File: src/rtl/seg_scan_mux.sv
// rtl/seg_scan_mux.sv - multiplexed seven-segment scanner with snapshot, blanking and PWM
//
// Scans DIGITS digits of a common-segment display, one digit slot of
// 2**BRIGHT_W clocks at a time, digit 0 (rightmost) first.
//
// Parameters:
//   DIGITS          number of digits scanned (2..8)
//   BRIGHT_W        brightness width; one slot lasts 2**BRIGHT_W clocks
//   SEG_ACTIVE_LOW  1: digit_shape driven inverted (0 = segment lit)
//   DIG_ACTIVE_LOW  1: which_light driven inverted (0 = digit selected)
//
// Ports:
//   clk          system clock
//   reset        synchronous active-high reset
//   digits_in    packed hex nibbles, nibble k = digit k
//   dp_in        decimal point request per digit
//   lz_suppress  leading-zero blanking enable
//   brightness   on-time per slot in clocks, minus one
//   enable       display enable, sampled every clock (not snapshotted)
//   which_light  registered one-hot digit select
//   digit_shape  registered segment bus {dp,g,f,e,d,c,b,a}

module seg_scan_mux #(
    parameter int DIGITS         = 4,
    parameter int BRIGHT_W       = 2,
    parameter bit SEG_ACTIVE_LOW = 1'b1,
    parameter bit DIG_ACTIVE_LOW = 1'b1
) (
    input  logic                  clk,
    input  logic                  reset,
    input  logic [4*DIGITS-1:0]   digits_in,
    input  logic [DIGITS-1:0]     dp_in,
    input  logic                  lz_suppress,
    input  logic [BRIGHT_W-1:0]   brightness,
    input  logic                  enable,
    output logic [DIGITS-1:0]     which_light,
    output logic [7:0]            digit_shape
);

    localparam int              IDX_W    = $clog2(DIGITS);
    localparam logic [IDX_W-1:0] IDX_LAST = IDX_W'(DIGITS - 1);

    // Scan position
    logic [BRIGHT_W-1:0] slot_q, slot_d;
    logic [IDX_W-1:0]    idx_q, idx_d;

    // Frame snapshot of the display content
    logic [4*DIGITS-1:0] dig_snap_q, dig_snap_d;
    logic [DIGITS-1:0]   dp_snap_q, dp_snap_d;
    logic                lz_snap_q, lz_snap_d;
    logic [BRIGHT_W-1:0] br_snap_q, br_snap_d;

    // Registered output buses
    logic [DIGITS-1:0]   which_q, which_d;
    logic [7:0]          shape_q, shape_d;

    // Decode helpers
    logic                frame_start;
    logic [DIGITS-1:0]   blank;
    logic [DIGITS-1:0]   sel;
    logic                any_set;
    logic [3:0]          cur_nib;
    logic                cur_dp;
    logic                cur_blank;
    logic                lit;

    function automatic logic [6:0] seg_decode(input logic [3:0] nib);
        logic [6:0] pat;
        case (nib)
            4'h0: pat = 7'h3F;
            4'h1: pat = 7'h06;
            4'h2: pat = 7'h5B;
            4'h3: pat = 7'h4F;
            4'h4: pat = 7'h66;
            4'h5: pat = 7'h6D;
            4'h6: pat = 7'h7D;
            4'h7: pat = 7'h07;
            4'h8: pat = 7'h7F;
            4'h9: pat = 7'h6F;
            4'hA: pat = 7'h77;
            4'hB: pat = 7'h7C;
            4'hC: pat = 7'h39;
            4'hD: pat = 7'h5E;
            4'hE: pat = 7'h79;
            default: pat = 7'h71;
        endcase
        return pat;
    endfunction

    // Counters and snapshot capture
    always_comb begin
        slot_d      = slot_q + BRIGHT_W'(1);
        idx_d       = idx_q;
        frame_start = (idx_q == '0) && (slot_q == '0);

        if (slot_q == '1) begin
            idx_d = (idx_q == IDX_LAST) ? '0 : idx_q + IDX_W'(1);
        end

        dig_snap_d = dig_snap_q;
        dp_snap_d  = dp_snap_q;
        lz_snap_d  = lz_snap_q;
        br_snap_d  = br_snap_q;
        if (frame_start) begin
            dig_snap_d = digits_in;
            dp_snap_d  = dp_in;
            lz_snap_d  = lz_suppress;
            br_snap_d  = brightness;
        end
    end

    // Leading-zero mask, built from the top digit down. A set dp or a
    // nonzero nibble at or above k stops blanking of digit k. The *_d
    // snapshot is used so digit 0 of a new frame already sees fresh data.
    always_comb begin
        any_set = 1'b0;
        blank   = '0;
        for (int k = DIGITS - 1; k >= 0; k--) begin
            any_set  = any_set | (dig_snap_d[4*k +: 4] != 4'h0) | dp_snap_d[k];
            blank[k] = lz_snap_d && (k != 0) && !any_set;
        end
    end

    // Current digit selection and output formation
    always_comb begin
        sel       = '0;
        cur_nib   = 4'h0;
        cur_dp    = 1'b0;
        cur_blank = 1'b0;
        for (int k = 0; k < DIGITS; k++) begin
            if (idx_q == IDX_W'(k)) begin
                sel[k]    = 1'b1;
                cur_nib   = dig_snap_d[4*k +: 4];
                cur_dp    = dp_snap_d[k];
                cur_blank = blank[k];
            end
        end

        lit = enable && (slot_q <= br_snap_d);

        which_d = lit ? sel : '0;
        shape_d = lit ? {cur_dp, (cur_blank ? 7'h00 : seg_decode(cur_nib))} : 8'h00;

        which_d = which_d ^ {DIGITS{DIG_ACTIVE_LOW}};
        shape_d = shape_d ^ {8{SEG_ACTIVE_LOW}};
    end

    always_ff @(posedge clk) begin
        if (reset) begin
            slot_q     <= '0;
            idx_q      <= '0;
            dig_snap_q <= '0;
            dp_snap_q  <= '0;
            lz_snap_q  <= 1'b0;
            br_snap_q  <= '0;
            which_q    <= {DIGITS{DIG_ACTIVE_LOW}};
            shape_q    <= {8{SEG_ACTIVE_LOW}};
        end else begin
            slot_q     <= slot_d;
            idx_q      <= idx_d;
            dig_snap_q <= dig_snap_d;
            dp_snap_q  <= dp_snap_d;
            lz_snap_q  <= lz_snap_d;
            br_snap_q  <= br_snap_d;
            which_q    <= which_d;
            shape_q    <= shape_d;
        end
    end

    assign which_light = which_q;
    assign digit_shape = shape_q;

endmodule

File: config.mk
export PLATFORM = sky130hd
export DESIGN_NAME = seg_scan_mux
export DESIGN_NICKNAME = d
export VERILOG_FILES = /design/src/rtl/seg_scan_mux.sv
export SDC_FILE = /design/constraint.sdc
export NUM_CORES = 1
export LEC_CHECK = 0
export BUFFER_PORTS_ARGS = -buffer_cell sky130_fd_sc_hd__buf_2
export CAP_MARGIN = 20
export CORE_UTILIZATION = 50
export CTS_CLUSTER_SIZE = 28
export DETAILED_ROUTE_END_ITERATION = 10
export GPL_TIMING_DRIVEN = 0
export PLACE_DENSITY = 0.73
export RECOVER_POWER = 25
export SYNTH_ARGS = -nofsm -noshare
export SYNTH_HDL_FRONTEND = slang
export SYNTH_SLANG_ARGS = --single-unit
File: constraint.sdc
create_clock -name clk -period 4 [get_ports clk]
set_input_delay 0.4 -clock clk [delete_from_list [all_inputs] [get_ports clk]]
set_output_delay 0.4 -clock clk [all_outputs]
set_load 0.005 [all_outputs]
# == Word level (Yosys, flattened, before mapping) ==
# Memories as Yosys holds them, arrays and structs flattened.
# Cells that the tools add are included.
# word_totals
reg_bits,39
latchBits,0
ram_bits,0
mem_bits_ro,112
input_bits,26
out_inout_bits,12
mem_count,1
# mem_list
memory,depth,width,read_ports,rd_ports_with_merged_regs,wr,line,rtl
(no name shown),16,7,1,0,0,69,case (nib)
# op_classes
n_addsub,2
mul,0
div_mod_pow,0
n_lt_le_gt_ge,1
n_eq_ne,4
n_shift,0
mux,23
bitwise,7
n_reduce_logical,13
# ops
op,n
$mux 4,6
$mux 16,1
$mux 1,12
$reduce_bool 4->1,3
$mux 8,1
$not 8->8,1
$mux 7,1
$eq 2x2->1 const B,3
$logic_and 1x1->1,5
$or 1x1->1,5
$add 2x1->2 const B,2
$logic_not 2->1,2
$mux 2,2
$not 4->4,1
$logic_not 1->1,3
$eq 2x1->1 const B,1
$le 2x2->1,1

# == Logic depth before layout (Yosys ltp) ==
# logic_depth
word_depth,17
mapped_depth,15
mapped_depth_nobuf,12

# == Least setup slack after synthesis ==
# Ideal clock, no wire load.
# synth_timing
path_type,reg-to-reg
from,reg slot_q[0]
to,"reg shape_q[5], in the netlist digit_shape[5]"
arrival_ns,3.139
t_required_ns,3.873
path_slack_ns,0.734
path_stages_with_launch,15
n_path_buf,3
period_less_slack_ns,3.266
cell_sequence,dfxtp_1 inv_1 ha_1 buf_6 nand2_4 buf_2 buf_2 mux2i_1 ha_1 nor2b_1 a2bb2oi_1 nor3b_1 clkinv_1 a41o_1 or3_1
# synth_between
elab_chain_cells,17
word_cells_on_any_way,33
# synth_lines
element,line,rtl
"start, declared",44,"logic [BRIGHT_W-1:0] slot_q, slot_d;"
"start signal, assigned",159,slot_q <= slot_d;
$logic_not 2->1,94,frame_start = (idx_q == '0) && (slot_q == '0);
$logic_and 1x1->1,94,
$mux 16,104,if (frame_start) begin
$reduce_bool 4->1,119,any_set = any_set | (dig_snap_d[4*k +: 4] != 4'h0) | dp_snap_d[k];
$or 1x1->1 (5 in a row),119,
$logic_not 1->1,120,blank[k] = lz_snap_d && (k != 0) && !any_set;
$logic_and 1x1->1,120,
$mux 1 (3 in a row),131,if (idx_q == IDX_W'(k)) begin
$mux 7,142,"shape_d = lit ? {cur_dp, (cur_blank ? 7'h00 : seg_decode(cur_nib))} : 8'h00;"
$mux 8 *,142,
$not 8->8 (no source line) *,n/a,
"end signal, assigned",157,shape_q <= {8{SEG_ACTIVE_LOW}};
"end signal, assigned",166,shape_q <= shape_d;
"end, declared",55,"logic [7:0] shape_q, shape_d;"
# Every way passes the cells marked *; elsewhere a longest branch is shown, timed or not.
# A chain may end at the register's enable or synchronous reset.

# == Final worst setup path ==
# layout_timing
from,reg idx_q[0]
to,"reg shape_q[5], in the netlist digit_shape[5]"
# layout_between
elab_chain_cells,17
word_cells_on_any_way,36
# layout_lines
element,line,rtl
"start, declared",45,"logic [IDX_W-1:0] idx_q, idx_d;"
"start signal, assigned",160,idx_q <= idx_d;
$logic_not 2->1,"94, 131",
$logic_and 1x1->1,94,
$mux 16,104,
$reduce_bool 4->1,119,
$or 1x1->1 (5 in a row),119,
$logic_not 1->1,120,
$logic_and 1x1->1,120,
$mux 1 (3 in a row),131,
$mux 7,142,
$mux 8 *,142,
$not 8->8 (no source line) *,n/a,
# Marked as above.

==> results by group <==
Timing
  – Final min period: 3.697 ns
  – Worst clock skew on the final layout: 0.007105 ns
  – Worst-Margin Slew: 0.6811 ns
  – Setup repair after global routing missed its margin: no
  – Number of endpoints with negative hold slack in the final report: 0
  – Share of the cycle needed by the critical path after routing: 0.9242
  – Final Max Tran Viols: 0
  – Setup-failing EPs final: 0
  – Total Negative Setup Slacks: 0 ns
  – Worst slew slack as a fraction of its limit: 0.5439
  – Fmax: 270.5 MHz

Clocking
  – Insertion delay to the later sink of the worst-skew pair: 0.29 ns
  – Clock tree from TritonCTS: built
  – Max Buffers Root-to-Sink: 2
  – Clock slew at the register clock pins of the worst setup and hold paths: 0.07 ns
  – CTS Root Cell: clkbuf_8
  – TritonCTS buffer count: 5
  – Buffer count from post-CTS setup fixing: 0
  – CTS HTree Levels: 2
  – # clock sinks: 39

Global route
  – Vias in the first global route: 1713
  – Antenna violations before repair: 0
  – Total overflow reported by the global router: 0
  – Global-route wire length before repair: 7665 um
  – Global-route usage over all layers: 0.2352
  – Maximum number of pins on one net before global-route repair: 13

Finish
  – Most frequent standard cell in the layout excluding fill and tap cells: dfxtp_1
  – Non-filler instance count after layout: 335
  – Area grow syn2layout: 17.25%
  – Highest-count cells in the layout ignoring fill and taps: dfxtp_1 (39), buf_2 (36), nand2_1 (36), nor2_1 (24), a21oi_1 (16)
  – Fraction of the core area covered by cells at the end of the flow: 0.6357
  – Ratio of cells with drive above 1 in the final layout: 0.1742
  – Net count, final: 326
  – Diodes inserted: 0

Setup path
  – Peak fanout along the critical path: 10
  – Startpoint type of the worst setup path: register
  – Crit end category: register
  – Arr. time, crit path: 3.87 ns
  – Classification of the worst setup path: register to register
  – Critical path required time: 4.18 ns

Flow run
  – Number of max-capacitance violations reported: 0

Synth
  – Post-synthesis sequential element count: 39
  – Warning count from the yosys run: 0
  – Cell type with the highest aggregate area in the netlist: dfxtp_1
  – Primary FF master, synth: dfxtp_1
  – Count of flip-flops with a built-in enable after synthesis: 0
  – Summed instance area of the synthesized netlist: 2059 um2
  – Unique cell type count in the Yosys netlist: 44
  – Number of instances in the synthesized netlist: 243
  – Async SR Flop Fraction: 0
  – Synth Net Count: 283
  – Syn Area/Cell: 8.475 um2
  – Share of the synthesized area in the top cell type: 0.3791
  – Leading post-synthesis cells by cell area: dfxtp_1 (38%), ha_1 (8.5%), mux2i_1 (7.3%), nand2_1 (6.6%), nor2_1 (4.4%)
  – Part of the Yosys area used for sequential elements: 0.3791

Detailed routing
  – Wirelength, routed: 4776 um
  – Number of nets still failing antenna checks after routing: 0
  – Detail-routed via count per cell: 5.525
  – Total number of vias: 1851
  – 1st-iter DRT viols: 162
  – Number of detailed-routing iterations run before antenna repair: 4
  – DRC: 0
  – Routed length per placed instance: 14.26 um

Power and ir drop
  – PwrDens: 436.6 nW/um2
  – Sw Ratio: 0.2948
  – Total chip power: 1.054 mW
  – Part of the total power dissipated in combinational logic: 0.264
  – Part of the power in registers: 0.416
  – Net switching power figure: 0.3108 mW
  – Internal power contribution: 0.7434 mW
  – Clock group share of total power: 0.321
  – Peak supply drop: 0.2150 mV
  – Static power due to leakage: 1.071 nW

Status
  – Run status: finished, final reports clean

Floorplanning
  – Die Span X: 66.18 um
  – Total Die Area: 4380 um2
  – Die Y-Extent: 66.18 um
  – Row Count: 22
  – IO Pins: 38
  – Area of the placeable core: 3799 um2
  – Starting density of the core: 0.5422

Placed design
  – Number of port buffers: 36
  – Placed Instances: 327
  – Detail Placement HPWL: 3514 um
  – GP Congestion: 0.8374

Hold path
  – Type of the worst min-delay path: input port to register
metrics by stage:
step                      hold slack, ns  instance area [um2]  setup WS [ns]
after CTS                         0.3476                 2417        0.06766
after detailed placement          0.4471                 2300         0.1090
after global routing              0.3569                 2415        0.06043
after global placement            0.4335                 2300         0.1117
final                             0.3527                 2415         0.3030
after floorplan                   0.4173                 2059         0.7344
synthesized netlist by cell type (4+ instances only):
| cell type | instances |
|---|---|
| a21oi_1 | 16 |
| a211o_1 | 6 |
| mux2i_1 | 15 |
| buf_2 | 6 |
| nor2_1 | 24 |
| dfxtp_1 | 39 |
| nand2_1 | 36 |
| clkbuf_1 | 7 |
| nand3_1 | 5 |
| nor2b_1 | 6 |
| ha_1 | 14 |
| inv_1 | 12 |
| or3_1 | 4 |
layout make-up:
cell class / count / area (um2)
multi-input combinational: 175 / 1160
buffer: 15 / 71.32
tap: 48 / 60.06
inverter: 14 / 52.55
timing repair buffer: 36 / 172.7
clock buffer: 6 / 82.58
clock inverter: 2 / 35.03
fill: 365 / 1384
sequential: 39 / 780.7
critical path, cell delays in order, from the launching register on:
cell	delay, ns
dfxtp_1	0.41
inv_1	0.09
ha_1	0.30
nand2_4	0.16
buf_2	0.28
buf_2	0.30
mux2i_1	0.27
ha_1	0.27
nor2b_1	0.13
a2bb2oi_1	0.13
nor3b_2	0.38
clkinv_1	0.14
a41o_1	0.32
or3_1	0.38
power by group through the flow:
stage               combinational [mW]  sequential (mW)  clock (mW)
floorplan                        0.199            0.446           0
global placement                 0.272            0.446           0
detailed placement               0.276            0.447           0
CTS                              0.277            0.438       0.343
global route                     0.309            0.442       0.359
finish                           0.278            0.438       0.338
cell families after synthesis:
logic type                 Yosys count  share of synthesized area
AOI/OAI and AO/OA                   53                     0.1853
adders and majority gates           14                    0.08506
buffers and inverters               29                    0.06015
DFF                                 39                     0.3791
muxes                               17                    0.08748
and+or+nand+nor                     91                     0.2029
sequential cells by signal, summed over array words and instances (netlist names):
name         flops
lz_snap_q        1
idx_q            2
dig_snap_q      16
slot_q           2
br_snap_q        2
which_light      4
dp_snap_q        4
digit_shape      8
worst paths after layout:
check	startpoint	end	slack (ns)	cells past startpoint
hold / removal	digits_in[2]	dig_snap_q[2]$_SDFF_PP0_	0.35	3
setup / recovery	idx_q[0]$_SDFFE_PP0N_	digit_shape[5]$_SDFF_PP1_	0.30	13
hold reg to reg	slot_q[0]$_SDFF_PP0_	slot_q[0]$_SDFF_PP0_	0.45	1
setup reg to reg	idx_q[0]$_SDFFE_PP0N_	digit_shape[5]$_SDFF_PP1_	0.30	13
metal layers:
metal	GRT usage	part of all wire	routed length, um
met1	0.3099	0.49	2343
met2	0.3801	0.44	2092
met3	0.04138	0.058	275
met4	0.09043	0.014	65
met5	0	0	0
what timing repair did:
action | 4_1_cts | 5_1_grt
endpoints found under the hold margin | 0 | 0
hold buffers | 0 | 0
resized for setup | 0 | 1
setup endpoints to repair | 0 | 7
(Power assumes the default switching activity.)
